## src/rtl/imem_loader_pkg.sv

```systemverilog
// Shared types and constants for the instruction-memory boot loader.
// The CHECK state exists in the enum in every build. It is only reachable when
// IMEM_LOADER_CHECKSUM_EN is defined.
package imem_loader_pkg;

    localparam int BYTES_PER_WORD = 4;
    localparam int COUNT_W        = 16;

    typedef enum logic [2:0] {
        IDLE,
        CNT_LO,
        DATA,
        WRITE,
        CHECK,
        DONE,
        ERR
    } state_t;

endpackage

```

## src/rtl/imem_loader_word_assembler.sv

```systemverilog
// 8-to-32 big-endian word assembler. It keeps the first three bytes of a word.
// When the fourth byte arrives, it presents the complete word combinationally,
// together with a one-cycle word_full pulse.
module word_assembler (
    input  logic        clk,
    input  logic        reset,
    input  logic        clear,
    input  logic        shift_en,
    input  logic [7:0]  byte_data,
    output logic [31:0] word,
    output logic        word_full
);

    logic [23:0] partial;
    logic [1:0]  byte_cnt;

    // Shift accepted bytes in MSB first and count bytes within the current word.
    always_ff @(posedge clk) begin
        // NOTE: sequential state uses non-blocking assignments only, so every
        // register samples its inputs as they were before this clock edge.
        if (reset || clear) begin
            partial  <= '0;
            byte_cnt <= '0;
        end else if (shift_en) begin
            partial  <= {partial[15:0], byte_data};
            byte_cnt <= byte_cnt + 2'd1;
        end
    end

    assign word      = {partial, byte_data};
    assign word_full = shift_en && (byte_cnt == 2'd3);

endmodule

```

## src/rtl/imem_loader.sv

```systemverilog
// Boot-time instruction-memory writer.
// It takes a framed byte stream: COUNT_HI, COUNT_LO, 4*N payload bytes, and an
// optional CHK byte. It writes big-endian words from BASE_ADDR upward and holds
// the CPU in reset until the image is complete.
// Optional feature macro: IMEM_LOADER_CHECKSUM_EN adds the trailing XOR checksum byte.
module imem_loader
    import imem_loader_pkg::*;
#(
    parameter logic [31:0] BASE_ADDR = 32'h0000_0000,
    parameter int          MAX_WORDS = 256
) (
    input  logic        clk,
    input  logic        reset,
    input  logic        byte_valid,
    input  logic [7:0]  byte_data,
    output logic        byte_ready,
    output logic        wr_en,
    output logic [31:0] wr_addr,
    output logic [31:0] wr_data,
    output logic        load_done,
    output logic        cpu_hold,
    output logic        error
);

    localparam logic [31:0] MAX_WORDS_U = 32'(MAX_WORDS);
`ifdef IMEM_LOADER_CHECKSUM_EN
    localparam state_t AFTER_LAST = CHECK;
`else
    localparam state_t AFTER_LAST = DONE;
`endif

    state_t               state, next_state;
    logic                 accept;
    logic [7:0]           count_hi;
    logic [COUNT_W-1:0]   count, count_new, word_idx;
    logic [31:0]          asm_word;
    logic                 word_full;
`ifdef IMEM_LOADER_CHECKSUM_EN
    logic [7:0]           chk;
`endif

    // Ready depends only on state, and it is forced low while reset is asserted.
    assign byte_ready = !reset && (state inside {IDLE, CNT_LO, DATA, CHECK, ERR});
    assign accept     = byte_valid && byte_ready;
    assign count_new  = {count_hi, byte_data};

    word_assembler u_asm (
        .clk       (clk),
        .reset     (reset),
        .clear     (state == IDLE),
        .shift_en  (accept && (state == DATA)),
        .byte_data (byte_data),
        .word      (asm_word),
        .word_full (word_full)
    );

    // State register.
    always_ff @(posedge clk) begin
        if (reset) state <= IDLE;
        else       state <= next_state;
    end

    // Next-state and output decode.
    always_comb begin
        // NOTE: every output gets a default before the case statement, so no
        // path through this block can leave a signal unassigned and infer a latch.
        next_state = state;
        wr_en      = 1'b0;
        load_done  = 1'b0;
        cpu_hold   = 1'b1;
        error      = 1'b0;
        case (state)
            IDLE:   if (accept) next_state = CNT_LO;
            CNT_LO: if (accept) begin
                        if ({16'd0, count_new} > MAX_WORDS_U) next_state = ERR;
                        else if (count_new == '0)             next_state = AFTER_LAST;
                        else                                  next_state = DATA;
                    end
            DATA:   if (word_full) next_state = WRITE;
            WRITE:  begin
                        wr_en      = 1'b1;
                        next_state = (word_idx + 16'd1 == count) ? AFTER_LAST : DATA;
                    end
`ifdef IMEM_LOADER_CHECKSUM_EN
            CHECK:  if (accept) next_state = (byte_data == chk) ? DONE : ERR;
`endif
            DONE:   begin
                        load_done = 1'b1;
                        cpu_hold  = 1'b0;
                    end
            ERR:    error = 1'b1;
            default: next_state = IDLE;
        endcase
        // The CPU goes back into reset on the same cycle that reset is raised.
        if (reset) cpu_hold = 1'b1;
    end

    // Datapath: count capture, word index, and the registered write port.
    always_ff @(posedge clk) begin
        if (reset) begin
            count_hi <= '0;
            count    <= '0;
            word_idx <= '0;
            wr_addr  <= BASE_ADDR;
            wr_data  <= '0;
        end else begin
            if (state == IDLE && accept) count_hi <= byte_data;
            if (state == CNT_LO && accept) begin
                count    <= count_new;
                word_idx <= '0;
            end
            // Load the write port on the 4th byte, so it is valid for the whole WRITE cycle.
            if (word_full) begin
                wr_addr <= BASE_ADDR + 32'(word_idx) * 32'(BYTES_PER_WORD);
                wr_data <= asm_word;
            end
            if (state == WRITE) word_idx <= word_idx + 16'd1;
        end
    end

`ifdef IMEM_LOADER_CHECKSUM_EN
    // Running XOR over the count bytes and all payload bytes; COUNT_HI restarts it.
    always_ff @(posedge clk) begin
        if (reset) begin
            chk <= '0;
        end else if (accept) begin
            if (state == IDLE)                         chk <= byte_data;
            else if (state == CNT_LO || state == DATA) chk <= chk ^ byte_data;
        end
    end
`endif

endmodule

```

## config.mk

```make
export PLATFORM = sky130hd
export DESIGN_NAME = imem_loader
export DESIGN_NICKNAME = d
export VERILOG_FILES = /design/src/rtl/imem_loader_pkg.sv /design/src/rtl/imem_loader_word_assembler.sv /design/src/rtl/imem_loader.sv
export SDC_FILE = /design/constraint.sdc
export NUM_CORES = 1
export LEC_CHECK = 0
export BUFFER_PORTS_ARGS = -buffer_cell sky130_fd_sc_hd__clkbuf_2
export CORE_ASPECT_RATIO = 0.8
export CORE_MARGIN = 2
export CORE_UTILIZATION = 40
export DETAILED_ROUTE_END_ITERATION = 7
export SLEW_MARGIN = 20
export SYNTH_ARGS = -nofsm -noshare
export SYNTH_HDL_FRONTEND = slang
export SYNTH_SLANG_ARGS = --single-unit
```

## constraint.sdc

```tcl
create_clock -name clk -period 2.47 [get_ports clk]
set_input_delay 0.494 -clock clk [delete_from_list [all_inputs] [get_ports clk]]
set_output_delay 0.494 -clock clk [all_outputs]
set_load 0.02 [all_outputs]
```

==> impl_metrics.json <==
{
  "outcome": "finished, final reports clean",
  "placed_cells": 865,
  "yosys_register_bits": 117,
  "grt-ovfl-total": 0,
  "leakagePower_nw": 2.366,
  "grt_use_total_pct": 19.11,
  "start_util_pct": 40.80,
  "vias_per_cell": 5.185,
  "yosys_warnings": 0,
  "fin_skew_ns": 0.008475,
  "rsz0062_at_grt": "false",
  "drc": 0,
  "crit_required_ns": 1.98,
  "fin_crit_ns": 2.252,
  "clock_latency_ns": 0.41,
  "grt_pass1_wl_um": 21360,
  "setup_viol": 0,
  "start_kind": "flop",
  "hold_buffers": 0,
  "worst_pin_slew_ns": 0.6445,
  "critPathArrivalTime_ns": 1.76,
  "num_rows": 37,
  "synth_cell_type_count": 56,
  "synth-edff-count": 0,
  "dp.final_hpwl_um": 8875,
  "grt_max_degree": 64,
  "slew_headroom_pct": 57.03,
  "ctsRootBufferMaster": "clkbuf_16",
  "cap_violations": 0,
  "ys_seq_area_share_pct": 44.94,
  "async_reset_ff_share_pct": 0,
  "cts_buffers": 17,
  "tns_ns": 0,
  "drive_gt1_share_pct": 16.62,
  "cts_num_sinks": 117,
  "syn_to_final_growth_pct": 19.54,
  "dr_total_vias": 4651,
  "htreeDepth": 4,
  "diodes": 0,
  "wl_per_cell_um": 14.30,
  "post_synth.cell_area_avg_um2": 7.862,
  "fp.dieW_um": 131.6,
  "gp_congestion": 0.9199,
  "drtIter0Drc": 432,
  "finish.instance_area_um2": 6231,
  "path_clk_slew_ns": 0.05,
  "io_pins": 80,
  "finalHoldViolations": 0,
  "fin_ws_ns": 0.2181,
  "cellPowerDensity_nw_per_um2": 828.5,
  "clock_path_buffers": 2,
  "fin_util_pct": 48.77,
  "cp_max_fo": 15,
  "core_area_um2": 12780,
  "dr.pass1.iters": 5,
  "critPathKind": "reg -> out",
  "final_antenna_net_count": 0,
  "place_area_um2": 5588,
  "fin_hold_ws_ns": 0.3757,
  "grt_pass1_vias": 4245,
  "antenna_found_initial": 0,
  "ys.flop_type": "dfxtp_1",
  "fin_nets": 722,
  "dieArea_um2": 13970,
  "drt_wl_total_um": 12820,
  "cts_tree": "built",
  "fin_cells": 897,
  "netlist_area_um2": 5212,
  "total_power_mw": 5.163,
  "hold_class": "in -> reg",
  "syn-instance-count": 663,
  "die-height_um": 106.1,
  "peakVddDrop_uv": 562.9,
  "io_buffer_count": 63,
  "place_ws_ns": 0.1827,
  "drv_slew": 0,
  "clock.fmax_mhz": 444.1,
  "cp-end-kind": "output pin",
  "period_share_pct": 91.17
}
area by class of cell:
class                      instances  area, um^2
timing repair buffer              79       460.4
inverter                           6       22.52
multi-input combinational        488        2555
clock inverter                    12       175.2
clock buffer                      20       456.7
tap                              175       219.0
fill                            1279        6546
sequential                       117        2342
power breakdown:
part,internal [mW],leakage (nW),total [mW],switching [mW]
sequential,1.94,0.944,2.01,0.0716
clock,1.74,0.303,2.62,0.877
combinational,0.179,1.12,0.533,0.354
total,3.86,2.37,5.16,1.30
critical path, stage by stage (launching register included):
cell	delay, ns
dfxtp_1	0.45
clkinv_1	0.26
nand3_1	0.15
inv_1	0.24
clkbuf_2	0.24
repair_timing:
action                     CTS  global route
setup endpoints to repair    0             2
buffers inserted             0             0
resized for setup            0             2
cells in the mapped netlist (6+ instances only):
| cell type | number | area, um^2 |
|---|---|---|
| xnor2_1 | 15 | 131.4 |
| nand2_1 | 195 | 732.0 |
| nand3_1 | 9 | 45.04 |
| xor2_1 | 6 | 52.55 |
| clkbuf_1 | 33 | 123.9 |
| buf_4 | 17 | 127.6 |
| dfxtp_1 | 117 | 2342 |
| nor2_1 | 30 | 112.6 |
| o21ai_0 | 13 | 65.06 |
| mux2i_1 | 8 | 80.08 |
| nor3_1 | 6 | 30.03 |
| a21oi_1 | 106 | 530.5 |
| buf_2 | 12 | 60.06 |
layout by cell type, fill, tap and decap left out, types with 3 or more instances in the layout:
cell type	n
a21oi_1	106
nand3_1	8
xor2_1	6
a211oi_1	4
nor4_1	4
clkinvlp_4	3
nand4_1	5
bufinv_16	4
o21ai_0	13
a311oi_1	5
xnor2_1	15
clkbuf_2	62
a22oi_1	4
clkbuf_16	17
and2_1	3
and3_1	5
a31oi_1	5
nor3_1	6
nand2_1	195
or3_1	4
nand2b_1	4
buf_4	14
dfxtp_1	117
and4_1	4
clkinv_2	3
conb_1	16
nand4b_1	3
mux2i_1	8
inv_1	5
nor2_1	30
flip-flops by register name, indices dropped and copies added, names as in the netlist:
register        count
u_asm.byte_cnt      2
count_hi            8
state               3
word_idx           16
wr_data            32
count              16
u_asm.partial      24
wr_addr            16
worst paths after layout:
path                            start  cells past startpoint  slack [ns]                      end
max reg2reg  word_idx[1]$_SDFFE_PP0P_                      7        0.27    state[1]$_SDFFE_PP0P_
max             state[2]$_SDFFE_PP0P_                      4        0.22                    wr_en
min reg2reg   wr_addr[4]$_SDFFE_PP0P_                      2        0.45  wr_addr[4]$_SDFFE_PP0P_
min                      byte_data[4]                      3        0.38  wr_data[4]$_SDFFE_PP0P_
logic make-up (layout without fill, tap and decap cells):
kind of cell / after synthesis / after routing / share of synthesized area (%)
XOR/XNOR: 21 / 21 / 3.529
AO/OA/AOI/OAI: 154 / 154 / 16.99
AND/OR/NAND/NOR: 287 / 287 / 25.11
flip-flops: 117 / 117 / 44.94
multiplexers: 8 / 8 / 1.536
adder cells (fa/ha/maj): 2 / 2 / 0.4800
other: 1 / 16 / 0.07194
buffers and inverters: 73 / 117 / 7.345
routing by layer:
layer,track usage (%),wire (um)
met4,6.910,109
met5,0,0
met3,4.292,594
met1,26.96,6455
met2,28.65,5666
No activity file was read; power rests on OpenSTA's default activity.
